[src/rtl/seq_det_pkg.sv]
`default_nettype none
// ============================================================================
//  Module      : seq_det_pkg
//  Description : Shared constants, helpers and the active-configuration record
//                for the programmable serial sequence detector.
//  Revision    : 1.0 - initial release
// ============================================================================
package seq_det_pkg;

    // Capacity of the configuration record. The detector's MAX_LEN must be
    // strictly below PAT_LIMIT and its length field must fit in LEN_LIMIT_W.
    localparam int unsigned PAT_LIMIT   = 64;
    localparam int unsigned LEN_LIMIT_W = 8;

    // Configuration active after reset: the classic "101" detector.
    localparam logic [PAT_LIMIT-1:0] DEF_PATTERN = 64'b101;
    localparam int unsigned          DEF_LEN     = 3;

    // Width needed to hold a length in the range 0..max_len inclusive.
    function automatic int unsigned len_width(input int unsigned max_len);
        return $clog2(max_len + 1);
    endfunction

    // Active configuration; pattern and len are zero-extended into the
    // capacity fields, only the low MAX_LEN / LEN_W bits are meaningful.
    typedef struct packed {
        logic [PAT_LIMIT-1:0]   pattern;
        logic [LEN_LIMIT_W-1:0] len;
        logic                   overlap;
        logic                   moore;
    } cfg_t;

endpackage
`default_nettype wire

[src/rtl/seq_match_cmp.sv]
`default_nettype none
// ============================================================================
//  Module      : seq_match_cmp
//  Description : Combinational masked compare of the shift window against the
//                programmed pattern. Only the low len bits take part, and a
//                hit additionally needs enough accumulated beats.
//  Revision    : 1.0 - initial release
// ============================================================================
module seq_match_cmp #(
    parameter int MAX_LEN = 8,
    parameter int LEN_W   = 4
) (
    input  logic [MAX_LEN-1:0] window,
    input  logic [MAX_LEN-1:0] pattern,
    input  logic [LEN_W-1:0]   len,
    input  logic [LEN_W-1:0]   fill,
    output logic               hit
);

    logic [MAX_LEN-1:0] w_mask;
    logic               w_enough;
    logic               w_equal;

    // Bit i takes part in the compare only when it lies below len.
    for (genvar i = 0; i < MAX_LEN; i++) begin : g_mask
        assign w_mask[i] = (len > LEN_W'(i));
    end

    // The window includes the current beat, hence fill+1.
    assign w_enough = (({1'b0, fill} + 1'b1) >= {1'b0, len});
    assign w_equal  = (((window ^ pattern) & w_mask) == '0);
    assign hit      = (len != '0) && w_enough && w_equal;

endmodule
`default_nettype wire

[src/rtl/seq_detector_prog.sv]
`default_nettype none
// ============================================================================
//  Module      : seq_detector_prog
//  Description : Runtime-programmable serial sequence detector with
//                overlap/non-overlap and Moore/Mealy modes, a data-valid
//                qualifier and a saturating match counter.
//  Revision    : 1.0 - initial release
// ============================================================================
module seq_detector_prog #(
    parameter int                 MAX_LEN     = 8,
    parameter int                 LEN_W       = seq_det_pkg::len_width(MAX_LEN),
    parameter int                 CNT_W       = 8,
    parameter logic [MAX_LEN-1:0] DEF_PATTERN = seq_det_pkg::DEF_PATTERN[MAX_LEN-1:0],
    parameter int unsigned        DEF_LEN     = seq_det_pkg::DEF_LEN
) (
    input  logic               clk,
    input  logic               rst,
    input  logic               data,
    input  logic               valid,
    input  logic               cfg_load,
    input  logic [MAX_LEN-1:0] cfg_pattern,
    input  logic [LEN_W-1:0]   cfg_len,
    input  logic               cfg_overlap,
    input  logic               cfg_moore,
    output logic               detected,
    output logic [CNT_W-1:0]   match_count
);

    import seq_det_pkg::*;

    cfg_t               cfg_q,   cfg_d;
    logic [MAX_LEN-1:0] hist_q,  hist_d;
    logic [LEN_W-1:0]   fill_q,  fill_d;
    logic               moore_q, moore_d;
    logic [CNT_W-1:0]   cnt_q,   cnt_d;

    logic [MAX_LEN-1:0] w_window;
    logic [MAX_LEN-1:0] w_act_pattern;
    logic [LEN_W-1:0]   w_act_len;
    logic [LEN_W-1:0]   w_len_clamped;
    logic               w_beat;
    logic               w_hit;
    logic               w_cand;
    logic               unused_cfg_hi;

    assign w_act_pattern = cfg_q.pattern[MAX_LEN-1:0];
    assign w_act_len     = cfg_q.len[LEN_W-1:0];
    // Capacity bits above MAX_LEN / LEN_W are always zero.
    assign unused_cfg_hi = ^{cfg_q.pattern[PAT_LIMIT-1:MAX_LEN],
                             cfg_q.len[LEN_LIMIT_W-1:LEN_W]};

    // A load takes the whole cycle: any beat alongside it is dropped.
    assign w_beat   = valid & ~cfg_load & ~rst;
    assign w_window = {hist_q[MAX_LEN-2:0], data};

    assign w_len_clamped = (cfg_len > LEN_W'(MAX_LEN)) ? LEN_W'(MAX_LEN) : cfg_len;

    seq_match_cmp #(
        .MAX_LEN (MAX_LEN),
        .LEN_W   (LEN_W)
    ) u_cmp (
        .window  (w_window),
        .pattern (w_act_pattern),
        .len     (w_act_len),
        .fill    (fill_q),
        .hit     (w_hit)
    );

    assign w_cand = w_beat & w_hit;

    // Output select: Moore shows last cycle's candidate, Mealy the current one.
    assign detected    = ~cfg_load & (cfg_q.moore ? moore_q : w_cand);
    assign match_count = cnt_q;

    // Next-state: load clears match progress, beats shift and count.
    always_comb begin
        cfg_d   = cfg_q;
        hist_d  = hist_q;
        fill_d  = fill_q;
        moore_d = 1'b0;
        cnt_d   = cnt_q;
        if (cfg_load) begin
            cfg_d.pattern                = '0;
            cfg_d.pattern[MAX_LEN-1:0]   = cfg_pattern;
            cfg_d.len                    = '0;
            cfg_d.len[LEN_W-1:0]         = w_len_clamped;
            cfg_d.overlap                = cfg_overlap;
            cfg_d.moore                  = cfg_moore;
            fill_d                       = '0;
            cnt_d                        = '0;
        end else begin
            moore_d = w_cand;
            if (w_beat) begin
                hist_d = w_window;
                if (fill_q != LEN_W'(MAX_LEN)) begin
                    fill_d = fill_q + 1'b1;
                end
            end
            if (w_cand) begin
                // Non-overlap: the next match must be built from fresh beats.
                if (!cfg_q.overlap) begin
                    fill_d = '0;
                end
                if (cnt_q != '1) begin
                    cnt_d = cnt_q + 1'b1;
                end
            end
        end
    end

    // State registers with synchronous reset to the default configuration.
    always_ff @(posedge clk) begin
        if (rst) begin
            cfg_q.pattern <= PAT_LIMIT'(DEF_PATTERN);
            cfg_q.len     <= LEN_LIMIT_W'(DEF_LEN);
            cfg_q.overlap <= 1'b1;
            cfg_q.moore   <= 1'b1;
            hist_q        <= '0;
            fill_q        <= '0;
            moore_q       <= 1'b0;
            cnt_q         <= '0;
        end else begin
            cfg_q   <= cfg_d;
            hist_q  <= hist_d;
            fill_q  <= fill_d;
            moore_q <= moore_d;
            cnt_q   <= cnt_d;
        end
    end

endmodule
`default_nettype wire
[config.mk]
export PLATFORM = sky130hd
export DESIGN_NAME = seq_detector_prog
export DESIGN_NICKNAME = d
export VERILOG_FILES = /design/src/rtl/seq_det_pkg.sv /design/src/rtl/seq_match_cmp.sv /design/src/rtl/seq_detector_prog.sv
export SDC_FILE = /design/constraint.sdc
export NUM_CORES = 1
export LEC_CHECK = 0
export BUFFER_PORTS_ARGS = -buffer_cell sky130_fd_sc_hd__buf_2
export CORE_ASPECT_RATIO = 1.25
export CORE_MARGIN = 2
export CORE_UTILIZATION = 34
export CTS_BUF_LIST = sky130_fd_sc_hd__clkbuf_4 sky130_fd_sc_hd__clkbuf_8
export CTS_CLUSTER_SIZE = 8
export DETAILED_ROUTE_END_ITERATION = 8
export GPL_TIMING_DRIVEN = 0
export SLEW_MARGIN = 20
export SYNTH_ARGS = -nofsm -noshare
export SYNTH_HDL_FRONTEND = slang
export SYNTH_SLANG_ARGS = --single-unit
[constraint.sdc]
create_clock -name clk -period 2.88 [get_ports clk]
set_clock_uncertainty 0.1 [all_clocks]
set_input_delay 0.576 -clock clk [delete_from_list [all_inputs] [get_ports clk]]
set_output_delay 0.576 -clock clk [all_outputs]
set_load 0.005 [all_outputs]
; Word-level counts from Yosys, hierarchy flattened
; Index checks and enable logic that the tools add are counted.
[totals]
register_bits = 34
latchBits = 0
ram_bits = 0
romBits = 0
inputBits = 19
out_inout_bits = 9
mem_count = 0
[op_classes]
n_addsub = 3
mul = 0
div = 0
n_lt_le_gt_ge = 10
n_eq_ne = 2
n_shift = 0
mux = 6
bitwise_logic = 8
reduce_logical = 7
[ops]
columns = op, n
row1 = $mux 4, 5
row2 = $gt 4x3->1 const B, 4
row3 = $add 8x1->8 const B, 1
row4 = $and 8x8->8, 1
row5 = $gt 4x1->1 const B, 2
row6 = $gt 4x2->1 const B, 2
row7 = $logic_not 8->1, 1
row8 = $ne 8x8->1 const B, 1
row9 = $xor 8x8->8, 1
row10 = $add 4x1->5 const B, 1
row11 = $ge 5x4->1, 1
row12 = $add 4x1->4 const B, 1
row13 = $and 1x1->1, 4
row14 = $gt 4x4->1 const B, 1
row15 = $ne 4x4->1 const B, 1
row16 = $reduce_and 2->1, 2
row17 = $reduce_bool 4->1, 1
row18 = $logic_and 1x1->1, 2
row19 = $not 1->1, 2
row20 = $reduce_or 2->1, 1
row21 = $mux 1, 1

; Logic depth before layout (Yosys ltp)
[logic_depth]
word_depth = 7
mapped_depth = 9
ltp_nobuf = 8

; Hierarchy
; From an unflattened synthesis, not the netlist that was laid out.
[hier_totals]
cells_unflattened = 186
area_unflattened_um2 = 1662.8
[by_module_without_submodules]
columns = module, instances, cells_per_inst, area_each_um2
row1 = seq_detector_prog, 1, 149, 1382.6
row2 = seq_match_cmp, 1, 37, 280.3

; Worst setup path before layout
; Ideal clock, no wire load.
[synth_path]
path_kind = input -> output
from = input cfg_load
to = output detected
arrival_ns = 1.666
slack_ns = 0.538
stages = 6
path_buffers = 1
path_cell_list = buf_6 > nor3b_4 > o221ai_2 > nor3_2 > nand3_2 > o21ai_0
[synth_between]
elab_chain_cells = 6
[synth_rtl]
columns = item, line_no
row1 = from (decl), seq_detector_prog.sv:20  ; input logic cfg_load,
row2 = $not 1->1 (no source line) (*), -
row3 = $and 1x1->1 (2 in series), seq_detector_prog.sv:53  ; assign w_beat = valid & ~cfg_load & ~rst;
row4 = $and 1x1->1, seq_detector_prog.sv:69  ; assign w_cand = w_beat & w_hit;
row5 = $mux 1, seq_detector_prog.sv:72  ; assign detected = ~cfg_load & (cfg_q.moore ? moore_q : w_cand);
row6 = $and 1x1->1 (*), seq_detector_prog.sv:72
row7 = to (decl), seq_detector_prog.sv:25  ; output logic detected,
; Mark *: on every way between the ends. The rest lies on a longest branch, timed or not.

; Worst setup path after layout
[layout_path]
from = register fill_q[0]
to = output detected
[layout_between]
elab_chain_cells = 7
[layout_rtl]
columns = item, line_no
row1 = from (decl), seq_detector_prog.sv:33  ; logic [LEN_W-1:0] fill_q, fill_d;
row2 = from (signal assigned), seq_detector_prog.sv:125  ; fill_q <= fill_d;
row3 = $add 4x1->5, seq_match_cmp.sv:30  ; assign w_enough = (({1'b0, fill} + 1'b1) >= {1'b0, len});
row4 = $ge 5x4->1, seq_match_cmp.sv:30
row5 = $logic_and 1x1->1 (2 in series), seq_match_cmp.sv:32  ; assign hit = (len != '0) && w_enough && w_equal;
row6 = $and 1x1->1, seq_detector_prog.sv:69
row7 = $mux 1, seq_detector_prog.sv:72
row8 = $and 1x1->1, seq_detector_prog.sv:72
; No other way between the ends.

==> run_results.csv <==
group,metric,value,unit
grt,grt_pass1_vias,1361,
placement,detailed_place.area,0.00189,mm2
worst_setup_path,critPathBufInv,2,
power,p_sw,231,uW
flow_run,cap_violations,0,
worst_setup_path,crit_chain,"inv_1, ha_1, ha_1, a211oi_1, o21ai_1, nand3_2, o21ai_0, buf_2",
floorplanning,start_util,35.3,%
yosys,syn_area,0.00168,mm2
layout,regArea,682,um2
route,drcViolationCount,0,
min_path,hold_end,"hist_q[6]",
floorplanning,dieArea,0.00553,mm2
grt,grt-ovfl-total,0,
worst_setup_path,cp_top_family,"adder cells",
clock_tree,tritoncts,"yes",
clock_tree,clockRootBuffer,"clkbuf_8",
power,p_leak,0.000800,uW
power,p_clk_share,38.2,%
run_status,status,"completed",
power,vdd_ir_drop_max,0.301,mV
layout,fin_util,41.6,%
worst_setup_path,r2r-start,"fill_q[0]",
clock_tree,clk_path_buf_depth,2,
route,vias,1416,
floorplanning,core-area,0.00476,mm2
clock_tree,cts.htree.levels,2,
floorplanning,io-pin-count,28,
power,power_density,487,mW/mm2
yosys,syn_nets,219,
floorplanning,die_w,66.9,um
placement,gp_congestion,0.814,
layout,area_delta_synth_final,17.9,%
grt,track_usage,14.5,%
timing,final_max_slew_viol_count,0,
yosys,synth_edf_count,0,
placement,dpl.hpwl,2680,um
yosys,synth_cell_types,36,
worst_setup_path,crit_top_cell,"ha_1",
route,wl_per_cell,12.1,um
route,drt_iter0_drc,29,
min_path,hold_class,"reg2reg",
power,p_seq_share,51.4,%
floorplanning,die_h,82.6,um
placement,port_buffers,26,
yosys,async_flop_share,0,%
timing,max_freq,365,MHz
placement,dpl.cell_count,279,
yosys,netlist_instances,193,
yosys,synth_seq_cells,34,
route,antenna_left,0,
worst_setup_path,rr_worst_depth,8,
layout,finalInstanceArea,0.00198,mm2
timing,finalSetupViolations,0,
worst_setup_path,cp-end-kind,"primary output",
route,finalWirelength,3470,um
clock_tree,clkLatencyLatePin,0.28,ns
clock_tree,cts_sinks,34,
clock_tree,numCtsBuffers,5,
layout,diodes,0,
worst_setup_path,max_stage_delay,0.36,ns
power,p_int,736,uW
layout,nFillCells,512,
yosys,syn_area_per_cell,8.71,um2
route,drt_first_pass_iters,4,
grt,grt_pass1_wl,6050,um
timing,rsz0062_at_grt,"no",
timing,maxSlewHeadroom,60.4,%
worst_setup_path,worst-path-max-fanout,7,
worst_setup_path,start_kind,"register",
worst_setup_path,crit_type,"reg2out",
worst_setup_path,arrival,2.06,ns
power,comb_power_share,10.4,%
worst_setup_path,reg2reg_to,"match_count[6]",
worst_setup_path,crit_required,2.20,ns
layout,num-nets-final,252,
yosys,seq_area_frac_synth,40.5,%
floorplanning,num_rows,28,
power,switching_share,23.9,%
worst_setup_path,crit_start,"fill_q[0]",
timing,min_period_over_period,95.0,%
timing,worst_slew_pin_slew,0.595,ns
yosys,synth-main-ff-cell,"dfxtp_1",
timing,hold_viol_final,0,
clock_tree,clk_pin_slew,0.07,ns
grt,grt_max_degree,11,
min_path,hold_depth,2,
timing,tns,0,ns
min_path,min_from,"hist_q[6]",
worst_setup_path,cp_num_cells,8,
timing,min_period,2.74,ns
layout,multi_input_area,911,um2
grt,grt_antenna_before_repair,0,
worst_setup_path,critPathSlowestCell,"dfxtp_2",
layout,final_cells,287,
layout,drive_gt1_share,20.3,%
worst_setup_path,r2r_slack,0.52,ns
clock_tree,holdBufCountCts,0,
clock_tree,post_cts_buffers,0,
yosys,yosys_warnings,0,
route,via_per_inst,4.93,
-- flip-flops by register name, summed over array words and instances (netlist names) --
signal,flops
fill_q,4
hist_q,7
cfg_q,14
match_count,8
moore_q,1
-- repair_timing --
action | CTS | global route
gates resized for setup | 1 | 1
endpoints found under the hold margin | 0 | 0
pin swaps | 0 | 1
setup endpoints to repair | 1 | 1
-- power by group through the flow --
| stage | Combinational (uW) | Clock, uW | Sequential (uW) |
|---|---|---|---|
| after detailed placement | 102 | 0 | 507 |
| after CTS | 102 | 379 | 497 |
| after floorplan | 73.0 | 0 | 504 |
| after global routing | 113 | 399 | 498 |
| final | 101 | 369 | 497 |
| after global placement | 100 | 0 | 507 |
-- layer usage --
metal  wire length, um  global-route usage, %  up-vias
li1                  -                      -      741
met4                59                   6.12        0
met3               133                   3.79        6
met5                 0                      0        -
met2              1680                   25.5       27
met1              1600                   16.4      642
-- cells in the mapped netlist, drive strengths merged (4+ instances only) --
| library cell | count | area (um2) |
|---|---|---|
| dfxtp | 34 | 681 |
| o21ai | 18 | 90.1 |
| nor2 | 16 | 60.1 |
| inv | 11 | 41.3 |
| nand2 | 11 | 41.3 |
| nand3 | 11 | 60.1 |
| xnor2 | 10 | 87.6 |
| a21oi | 9 | 45.0 |
| mux2i | 8 | 80.1 |
| nand2b | 8 | 50.1 |
| ha | 7 | 87.6 |
| nor3 | 7 | 40.0 |
| clkbuf | 6 | 22.5 |
| a211o | 4 | 35.0 |
| buf | 4 | 26.3 |
| nor2b | 4 | 25.0 |
| or3 | 4 | 25.0 |
-- worst min-delay path, delay by kind of cell (launching register included) --
family	cells	cell delay, ns
flops	1	0.32
simple gates	1	0.06
compound gates	1	0.06
-- kinds of logic (layout without fill, tap and decap cells) --
group	Yosys count	in the layout	share of synthesized area (%)
fa+ha+maj	7	7	5.21
xor+xnor	11	11	5.73
flops	34	34	40.5
buf+inv	21	55	5.36
simple gates	68	68	21.8
compound gates	44	44	16.7
mux	8	8	4.76
-- worst max path at each step --
stage	end	slack, ns
after global placement	detected	0.21
after CTS	detected	0.06
after global routing	detected	0.002
final	detected	0.14
after detailed placement	detected	0.19
after floorplan	detected	0.54
-- metrics by stage --
step                power (uW)  setup WS (ns)  hold WS [ns]
floorplan                  577          0.538         0.363
global placement           607          0.207         0.379
detailed placement         609          0.193         0.385
CTS                        978         0.0605         0.386
global route              1010        0.00185         0.387
finish                     966          0.143         0.387
-- layout make-up --
| cell class | count | share of cell area, % |
|---|---|---|
| inverter | 11 | 2.08 |
| sequential | 34 | 34.4 |
| clock buffer | 7 | 4.54 |
| tap | 60 | 3.79 |
| multi-input combinational | 138 | 45.9 |
| buffer | 10 | 2.46 |
| timing repair buffer | 26 | 6.56 |
| clock inverter | 1 | 0.252 |
-- cells in the final DEF, fill, tap and decap left out, types with 8 or more instances in the layout --
master	netlist	final
xnor2_1	10	10
nand2_1	11	11
inv_1	11	11
a21oi_1	9	9
nor2_1	16	16
o21ai_0	18	17
dfxtp_1	34	33
nand2b_1	8	8
buf_2	3	29
mux2i_1	8	8
nand3_1	10	10
No activity file was read; power rests on OpenSTA's default activity.
